[src/rtl/pipeline_mem_stage_pkg.sv]
// pipeline_mem_stage_pkg: shared DMEM size codes, unsigned-load bit, MEM FSM states and WB result-source codes
// Used by pipeline_mem_stage and dmem_lane_align; misaligned() flags half/word accesses off their natural boundary.
package pipeline_mem_stage_pkg;
  localparam logic [1:0] SIZE_BYTE = 2'b00;
  localparam logic [1:0] SIZE_HALF = 2'b01;
  localparam logic [1:0] SIZE_WORD = 2'b10;
  localparam int UNSIGNED_BIT = 2;
  localparam logic [1:0] ST_IDLE = 2'd0;
  localparam logic [1:0] ST_WAIT_GNT = 2'd1;
  localparam logic [1:0] ST_WAIT_RVALID = 2'd2;
  localparam logic [1:0] RESULT_SRC_ALU = 2'd0;
  localparam logic [1:0] RESULT_SRC_MEM = 2'd1;
  localparam logic [1:0] RESULT_SRC_IMM = 2'd2;
  localparam logic [1:0] RESULT_SRC_PC4 = 2'd3;
  function automatic logic misaligned(input logic [1:0] size, input logic [1:0] lo);
    return size == SIZE_BYTE ? 1'b0 : size == SIZE_HALF ? lo[0] : |lo;
  endfunction
endpackage

[src/rtl/dmem_lane_align.sv]
// dmem_lane_align: combinational byte-lane steering for the data-memory bus
// Ports: size/is_unsigned/lo (access shape and byte offset), store_data/rdata in;
// be (byte enables), wdata (lane-replicated store data), load_data (extracted, extended load) out.
module dmem_lane_align
  import pipeline_mem_stage_pkg::*;
(
  input  logic [1:0]  size,
  input  logic        is_unsigned,
  input  logic [1:0]  lo,
  input  logic [31:0] store_data,
  input  logic [31:0] rdata,
  output logic [3:0]  be,
  output logic [31:0] wdata,
  output logic [31:0] load_data
);
  logic [7:0]  lb;
  logic [15:0] lh;
  logic        sx;
  always_comb begin
    lb = rdata[8*lo +: 8];
    lh = rdata[16*lo[1] +: 16];
    sx = ~is_unsigned;
    be = size == SIZE_BYTE ? 4'b0001 << lo : size == SIZE_HALF ? 4'b0011 << {lo[1], 1'b0} : 4'hF;
    wdata = size == SIZE_BYTE ? {4{store_data[7:0]}} : size == SIZE_HALF ? {2{store_data[15:0]}} : store_data;
    load_data = size == SIZE_BYTE ? {{24{sx & lb[7]}}, lb}
              : size == SIZE_HALF ? {{16{sx & lh[15]}}, lh} : rdata;
  end
endmodule

[src/rtl/pipeline_mem_stage.sv]
// pipeline_mem_stage: MEM stage; drives the req/gnt/rvalid data-memory bus, stalls upstream while busy, registers the WB bundle
// Inputs *_e_i: EXE-registered instruction (alu_result is the byte address); dmem_gnt_i/rvalid_i/rdata_i: bus responses.
// Outputs: stall_m_o (combinational), dmem_* request fields, *_m_o registered WB bundle.
// Option DMEM_MISALIGN_TRAP_EN: misaligned accesses skip the bus and flag misaligned_m_o; otherwise low address bits are cleared.
module pipeline_mem_stage
  import pipeline_mem_stage_pkg::*;
#(
  parameter int ADDR_WIDTH = 32
) (
  input  logic                  clk,
  input  logic                  reset,
  input  logic                  valid_e_i,
  input  logic [31:0]           alu_result_e_i,
  input  logic [31:0]           store_data_e_i,
  input  logic                  mem_read_e_i,
  input  logic                  mem_write_e_i,
  input  logic [2:0]            dmem_type_e_i,
  input  logic [31:0]           extended_imm_e_i,
  input  logic [31:0]           pc_plus4_e_i,
  input  logic                  reg_write_en_e_i,
  input  logic [4:0]            rd_idx_e_i,
  input  logic [1:0]            result_src_e_i,
  input  logic                  instr_illegal_e_i,
  output logic                  stall_m_o,
  output logic                  dmem_req_o,
  output logic                  dmem_we_o,
  output logic [ADDR_WIDTH-1:0] dmem_addr_o,
  output logic [3:0]            dmem_be_o,
  output logic [31:0]           dmem_wdata_o,
  input  logic                  dmem_gnt_i,
  input  logic                  dmem_rvalid_i,
  input  logic [31:0]           dmem_rdata_i,
  output logic                  valid_m_o,
  output logic [31:0]           alu_result_m_o,
  output logic [31:0]           read_data_m_o,
  output logic [31:0]           extended_imm_m_o,
  output logic [31:0]           pc_plus4_m_o,
  output logic                  reg_write_en_m_o,
  output logic [4:0]            rd_idx_m_o,
  output logic [1:0]            result_src_m_o,
  output logic                  instr_illegal_m_o,
  output logic                  misaligned_m_o
);
  logic [ADDR_WIDTH-1:0] addr;
  logic [1:0]  size, lo, state, state_n;
  logic        mem_op, is_load, trap, access, mem_done, wb_valid;
  logic [31:0] load_data;
  assign addr = alu_result_e_i[ADDR_WIDTH-1:0];
  assign size = dmem_type_e_i[1:0];
  assign mem_op = valid_e_i & (mem_read_e_i | mem_write_e_i);
  assign is_load = mem_read_e_i;
`ifdef DMEM_MISALIGN_TRAP_EN
  assign trap = mem_op & misaligned(size, addr[1:0]);
  assign lo = addr[1:0];
`else
  assign trap = 1'b0;
  assign lo = size == SIZE_BYTE ? addr[1:0] : size == SIZE_HALF ? {addr[1], 1'b0} : 2'b00;
`endif
  assign access = mem_op & ~trap;
  // request fields come straight from the EXE registers, which the stall keeps frozen until completion
  assign dmem_req_o = access & (state != ST_WAIT_RVALID);
  assign dmem_we_o = dmem_req_o & ~is_load;
  assign dmem_addr_o = {addr[ADDR_WIDTH-1:2], 2'b00};
  assign mem_done = (dmem_req_o & dmem_gnt_i & ~is_load) | (state == ST_WAIT_RVALID & dmem_rvalid_i);
  assign stall_m_o = access & ~mem_done;
  assign wb_valid = valid_e_i & ~stall_m_o;
  dmem_lane_align u_align (
    .size        (size),
    .is_unsigned (dmem_type_e_i[UNSIGNED_BIT]),
    .lo          (lo),
    .store_data  (store_data_e_i),
    .rdata       (dmem_rdata_i),
    .be          (dmem_be_o),
    .wdata       (dmem_wdata_o),
    .load_data   (load_data)
  );
  always_comb
    state_n = state == ST_WAIT_RVALID ? (dmem_rvalid_i ? ST_IDLE : ST_WAIT_RVALID)
            : !access ? ST_IDLE
            : !dmem_gnt_i ? ST_WAIT_GNT
            : is_load ? ST_WAIT_RVALID : ST_IDLE;
  always_ff @(posedge clk)
    if (reset) begin
      state <= ST_IDLE;
      valid_m_o <= 1'b0;
      alu_result_m_o <= '0;
      read_data_m_o <= '0;
      extended_imm_m_o <= '0;
      pc_plus4_m_o <= '0;
      reg_write_en_m_o <= 1'b0;
      rd_idx_m_o <= '0;
      result_src_m_o <= '0;
      instr_illegal_m_o <= 1'b0;
      misaligned_m_o <= 1'b0;
    end else begin
      state <= state_n;
      valid_m_o <= wb_valid;
      alu_result_m_o <= alu_result_e_i;
      read_data_m_o <= access & is_load ? load_data : '0;
      extended_imm_m_o <= extended_imm_e_i;
      pc_plus4_m_o <= pc_plus4_e_i;
      reg_write_en_m_o <= wb_valid & reg_write_en_e_i & ~trap;
      rd_idx_m_o <= rd_idx_e_i;
      result_src_m_o <= result_src_e_i;
      instr_illegal_m_o <= instr_illegal_e_i;
      misaligned_m_o <= wb_valid & trap;
    end
endmodule

[config.mk]
export PLATFORM = sky130hd
export DESIGN_NAME = pipeline_mem_stage
export DESIGN_NICKNAME = d
export VERILOG_FILES = /design/src/rtl/pipeline_mem_stage_pkg.sv /design/src/rtl/dmem_lane_align.sv /design/src/rtl/pipeline_mem_stage.sv
export SDC_FILE = /design/constraint.sdc
export NUM_CORES = 1
export LEC_CHECK = 0
export BUFFER_PORTS_ARGS = -buffer_cell sky130_fd_sc_hd__buf_2
export CORE_AREA = 2 2 152 154
export DETAILED_ROUTE_END_ITERATION = 16
export DIE_AREA = 0 0 154 156
export PLACE_DENSITY = 0.53
export SLEW_MARGIN = 30
export SYNTH_ARGS = -nofsm -noshare
export SYNTH_HDL_FRONTEND = slang
export SYNTH_SLANG_ARGS = --single-unit
[constraint.sdc]
create_clock -name clk -period 1.27 [get_ports clk]
set_input_delay 0.0635 -clock clk [delete_from_list [all_inputs] [get_ports clk]]
set_output_delay 0.0635 -clock clk [all_outputs]
set_load 0.03 [all_outputs]
* Word level (Yosys, flattened, before mapping) *
Index checks and enable logic that the tools add are counted.

cells by class
  equality and inequality tests = 3
  bitwise logic cells = 19
  mux-type cells = 13
  reduce and logical (&&, ||, !) cells = 2
  shift operators = 4

operator list
  operator             number
  $mux 32              4
  $shiftx 32x6->16     1
  $shiftx 32x6->8      1
  $mux 2               7
  $and 1x1->1          12
  $mux 4               2
  $not 1->1            5
  $shl 1x2->4 const A  1
  $shl 2x2->4 const A  1
  $eq 2x1->1 const B   1
  $eq 2x2->1 const B   1
  $logic_not 2->1      1
  $ne 2x2->1 const B   1
  $or 1x1->1           2
  $reduce_or 2->1      1

storage, ports and cells
  output and inout bits = 210
  word-level logic and storage cells = 51
  register bits = 140
  bits of input ports = 179

* Depth between registers and ports, before layout *
  word-level depth = 11
  mapped depth = 6
  gate-level depth less buffers = 4

* By module *
From an unflattened synthesis, not the netlist that was laid out.

second synthesis, totals
  cells, all modules = 522
  area, all modules = 5445.2 µm²

by module, submodules not included
  module              times used  area each (µm²)  seq. area each (µm²)  cells an instance
  pipeline_mem_stage  1           4155.2           2802.7                343
  dmem_lane_align     1           1290.0           0.0                   179

* Worst setup path before layout *
OpenSTA, ideal clock, no wires.

  kind = reg2reg
  from = register state[0]
  to = register reg_write_en_m_o
  arrival = 1.501 ns
  cell stages (with the launch flop) = 5
  library setup time = 0.155 ns
  period minus slack after synthesis = 1.655 ns
  buffers on the path = 0
  required time = 1.115 ns
  setup slack = -0.385 ns
  path through = dfxtp_1 -> nand2b_1 -> and4b_1 -> a21oi_1 -> nor4bb_1

between the ends
  cells in the longest elaborated chain, start to end = 10
  elaborated cells on any way between the ends = 12
  classes of those cells = eq/ne (2); bitwise (10)

RTL lines
  item                       line                       RTL
  from (decl)                pipeline_mem_stage.sv:45   logic [1:0] size, lo, state, state_n;
  from (signal assigned)     pipeline_mem_stage.sv:96   state <= state_n;
  $ne 2x2->1                 pipeline_mem_stage.sv:61   assign dmem_req_o = access & (state != ST_WAIT_RVALID);
  $and 1x1->1                pipeline_mem_stage.sv:61
  $and 1x1->1 (2 in series)  pipeline_mem_stage.sv:64   assign mem_done = (dmem_req_o & dmem_gnt_i & ~is_load) | (state == ST_WAIT_RVALID & dmem_rvalid_i);
  $or 1x1->1 (*)             pipeline_mem_stage.sv:64
  $not 1->1 (*)              pipeline_mem_stage.sv:65   assign stall_m_o = access & ~mem_done;
  $and 1x1->1 (*)            pipeline_mem_stage.sv:65
  named net stall_m_o        pipeline_mem_stage.sv:24   output logic stall_m_o,
  $not 1->1 (*)              pipeline_mem_stage.sv:66   assign wb_valid = valid_e_i & ~stall_m_o;
  $and 1x1->1 (*)            pipeline_mem_stage.sv:66
  $and 1x1->1 (*)            pipeline_mem_stage.sv:102  reg_write_en_m_o <= wb_valid & reg_write_en_e_i & ~trap;
  to (signal assigned)       pipeline_mem_stage.sv:102
  to (decl)                  pipeline_mem_stage.sv:38   output logic reg_write_en_m_o,

Mark *: on every way through the listed nets, which the timed path passes. The rest lies on a longest branch.
A chain may end at the register's enable or synchronous reset.

* Final worst setup path *
  from = register state[0]
  to = output port stall_m_o

between the ends
  cells in the longest elaborated chain, start to end = 7
  elaborated cells on any way between the ends = 9
  classes of those cells = eq/ne (2); bitwise (7)

RTL lines
  item                       line
  $ne 2x2->1                 pipeline_mem_stage.sv:61
  $and 1x1->1                pipeline_mem_stage.sv:61
  $and 1x1->1 (2 in series)  pipeline_mem_stage.sv:64
  $or 1x1->1 (*)             pipeline_mem_stage.sv:64
  $not 1->1 (*)              pipeline_mem_stage.sv:65
  $and 1x1->1 (*)            pipeline_mem_stage.sv:65
  to (decl)                  pipeline_mem_stage.sv:24

Every way passes the cells marked *; elsewhere a longest branch is shown, timed or not.

==> results.py <==
metrics = {
    "status": {
        "status": "complete, but fails checks",
        "violations": "negative setup slack",
    },
    "logic_synthesis": {
        "synth.most_common_cell": "dfxtp_1",
        "netlist.area_leader.share_pct": 52.5,
        "synth.area.top_cells": "dfxtp_1 53%, nor2b_1 13%, buf_4 5.9%",
        "yosys_warnings": 0,
        "postSynthAreaPerCell_um2": 10.6,
        "synth_ff_type": "dfxtp_1",
        "synth_area_leader_cell": "dfxtp_1",
        "ys_ff_latch": 140,
        "synthesis.area_um2": 5340,
        "synth_edf_count": 0,
        "synth_common_cells": "140 x dfxtp_1, 112 x nor2b_1, 42 x buf_4",
        "yosysUniqueCellTypes": 42,
        "async_flop_share_pct": 0,
        "yosysSeqAreaShare_pct": 52.5,
        "syn-instance-count": 502,
    },
    "global_route": {
        "grt.total_usage_pct": 15.8,
        "grt_max_degree": 86,
        "grt-ovfl-total": 0,
        "grt_first_pass_wirelength_mm": 29.2,
        "grt_pass1_vias": 5336,
        "grt_antenna_before_repair": 0,
    },
    "power": {
        "cellLeakagePower_nw": 4.58,
        "power_frac_clock_pct": 41.2,
        "swShare_pct": 31.5,
        "share_seq_of_total_power_pct": 38.2,
        "comb_power_share_pct": 20.5,
        "p_total_mw": 12.2,
        "p_int_mw": 8.32,
        "p_switching_mw": 3.83,
        "powerDensity_nw_per_um2": 1290,
        "ir_drop_uv": 621,
    },
    "sta": {
        "min_period_ns": 1.46,
        "finalSetupViolCount": 3,
        "finalCritPeriodShare_pct": 115,
        "rsz0062_at_grt": "true",
        "hold_viol": 0,
        "drv_slew": 0,
        "skew_ns": 0.00474,
        "timing.fmax_ghz": 0.684,
        "layout_setup_ws_ns": -0.192,
        "worst_hold_slack_ns": 0.0277,
        "setup_tns_ns": -0.415,
    },
    "placed_design": {
        "pre_cts_slack_ns": 0.00156,
        "io_buffers": 385,
        "gp_congestion": 0.828,
        "dp_hpwl_mm": 14.4,
    },
    "layout": {
        "drive_gt1_share_pct": 48.9,
        "nets": 1173,
        "antenna_cells": 0,
        "num-fill-cells": 2097,
        "synthToLayoutAreaGrowth_pct": 77.0,
        "regArea_um2": 2800,
        "final_util_pct": 42.2,
        "multi_input_area_um2": 2110,
    },
    "critical_path": {
        "crit_fanout": 4,
        "regToRegStartpoint": "state[0]",
        "reg2regPathDepth": 6,
        "criticalPathCategory": "register to output port",
        "reg2reg_slack_ns": -0.10,
        "arrival_ns": 1.40,
        "reg2reg_to": "reg_write_en_m_o",
        "critPathCaptureType": "output port",
        "cp-start-kind": "register",
        "required_ns": 1.21,
    },
    "drt": {
        "ant_nets": 0,
        "wire_per_inst_um": 15.9,
        "viasPerCell": 4.23,
        "drt-initial-drc-count": 299,
        "drtPass1Iterations": 4,
        "drcViolationCount": 0,
        "dr_total_vias": 5464,
        "wirelength_mm": 20.5,
    },
    "floorplanning": {
        "boundaryPins": 389,
        "coreArea_um2": 22400,
        "die_w_um": 154,
        "dieArea_um2": 24000,
        "rows": 55,
        "die_y_um": 156,
        "start_util_pct": 23.9,
    },
    "flow_run": {
        "drv_cap": 0,
    },
    "clocking": {
        "clk_pin_slew_ns": 0.07,
        "clockRootBuffer": "clkbuf_16",
        "insertion_delay_ns": 0.43,
        "cts_tree": "built",
        "cts_max_level": 4,
        "cts_made_buffers": 17,
        "clock_sinks": 140,
        "clock_path_buffers": 2,
    },
    "min_path": {
        "min_from": "dmem_rdata_i[4]",
        "hold_end": "read_data_m_o[4]",
        "hold_depth": 3,
        "hold_path.class": "primary input to register",
    },
}
layout make-up:
type | instances | share of cell area, %
multi-input cells | 289 | 22.3
inverters | 2 | 0.0795
clock inverters | 15 | 2.00
well taps | 285 | 3.78
clock buffers | 17 | 4.50
repair buffers | 544 | 37.6
flip-flops and latches | 140 | 29.7
power groups by stage:
stage	sequential [mW]	combinational, mW	clock [mW]
2_1_floorplan	5.17	0.936	0
3_3_place_gp	4.74	2.10	0
3_5_place_dp	4.75	2.09	0
4_1_cts	4.65	2.45	5.18
5_1_grt	4.66	2.64	5.34
6_report	4.65	2.49	5.01
layer usage:
layer	share of wire, %	wire length (um)	up-vias	GRT usage [%]
met3	8.8	1800	36	4.92
met5	0	0	-	0
met2	51	10500	298	28.8
li1	-	-	2629	-
met4	2.4	488	0	6.32
met1	38	7730	2501	17.1
worst max path at each step:
stage                 startpoint                end  slack [ns]  depth (start not counted)
2_1_floorplan   dmem_type_e_i[0]   dmem_wdata_o[28]       -0.03                          4
3_3_place_gp   alu_result_e_i[0]  read_data_m_o[14]       0.009                          4
3_5_place_dp   alu_result_e_i[0]  read_data_m_o[14]       0.002                          4
4_1_cts                 state[0]          stall_m_o       -0.26                          4
5_1_grt                 state[0]          stall_m_o       -0.25                          4
6_report                state[0]          stall_m_o       -0.19                          4
critical path, cell delays in order (launching register included):
cell and delay, ns:
dfxtp_1 0.30, nand2b_4 0.14, and4b_2 0.24, a21oi_4 0.14, buf_6 0.15
sequential cells by signal, summed over array words and instances, names as in the netlist:
name,flops
extended_imm_m_o,32
alu_result_m_o,32
reg_write_en_m_o,1
pc_plus4_m_o,32
read_data_m_o,32
rd_idx_m_o,5
result_src_m_o,2
valid_m_o,1
instr_illegal_m_o,1
state,2
through the flow:
stage / instance area, um^2 / cells
after global routing: 9440 / 1292
after CTS: 9360 / 1291
after global placement: 7330 / 1119
final: 9440 / 1292
after detailed placement: 7330 / 1119
after floorplan: 5360 / 504
layout by cell type, fill, tap and decap left out, types with 11 or more instances in the layout:
cell type	n
a21oi_2	11
dfxtp_1	140
o21ai_0	16
mux2_2	22
nor2b_1	111
dlygate4sd3_1	137
clkbuf_16	17
buf_2	380
nand2_1	25
buf_4	18
mux2i_1	16
a21oi_1	15
logic make-up (layout without fill, tap and decap cells):
group / count (synthesis) / after routing / synth area share, %
simple gates: 162 / 162 / 18.0
flops: 140 / 140 / 52.5
buf+inv: 76 / 578 / 9.80
other cells: 1 / 3 / 0.0703
mux: 41 / 41 / 8.56
compound gates: 82 / 83 / 11.1
timing repair:
action / 4_1_cts / 5_1_grt
hold buffers: 138 / 0
pin swaps: 2 / 4
endpoints found under the hold margin: 136 / 0
setup endpoints to repair: 3 / 28
gates resized for setup: 4 / 14
cloned: 0 / 1
buffers inserted: 2 / 1
(Power assumes the default switching activity.)
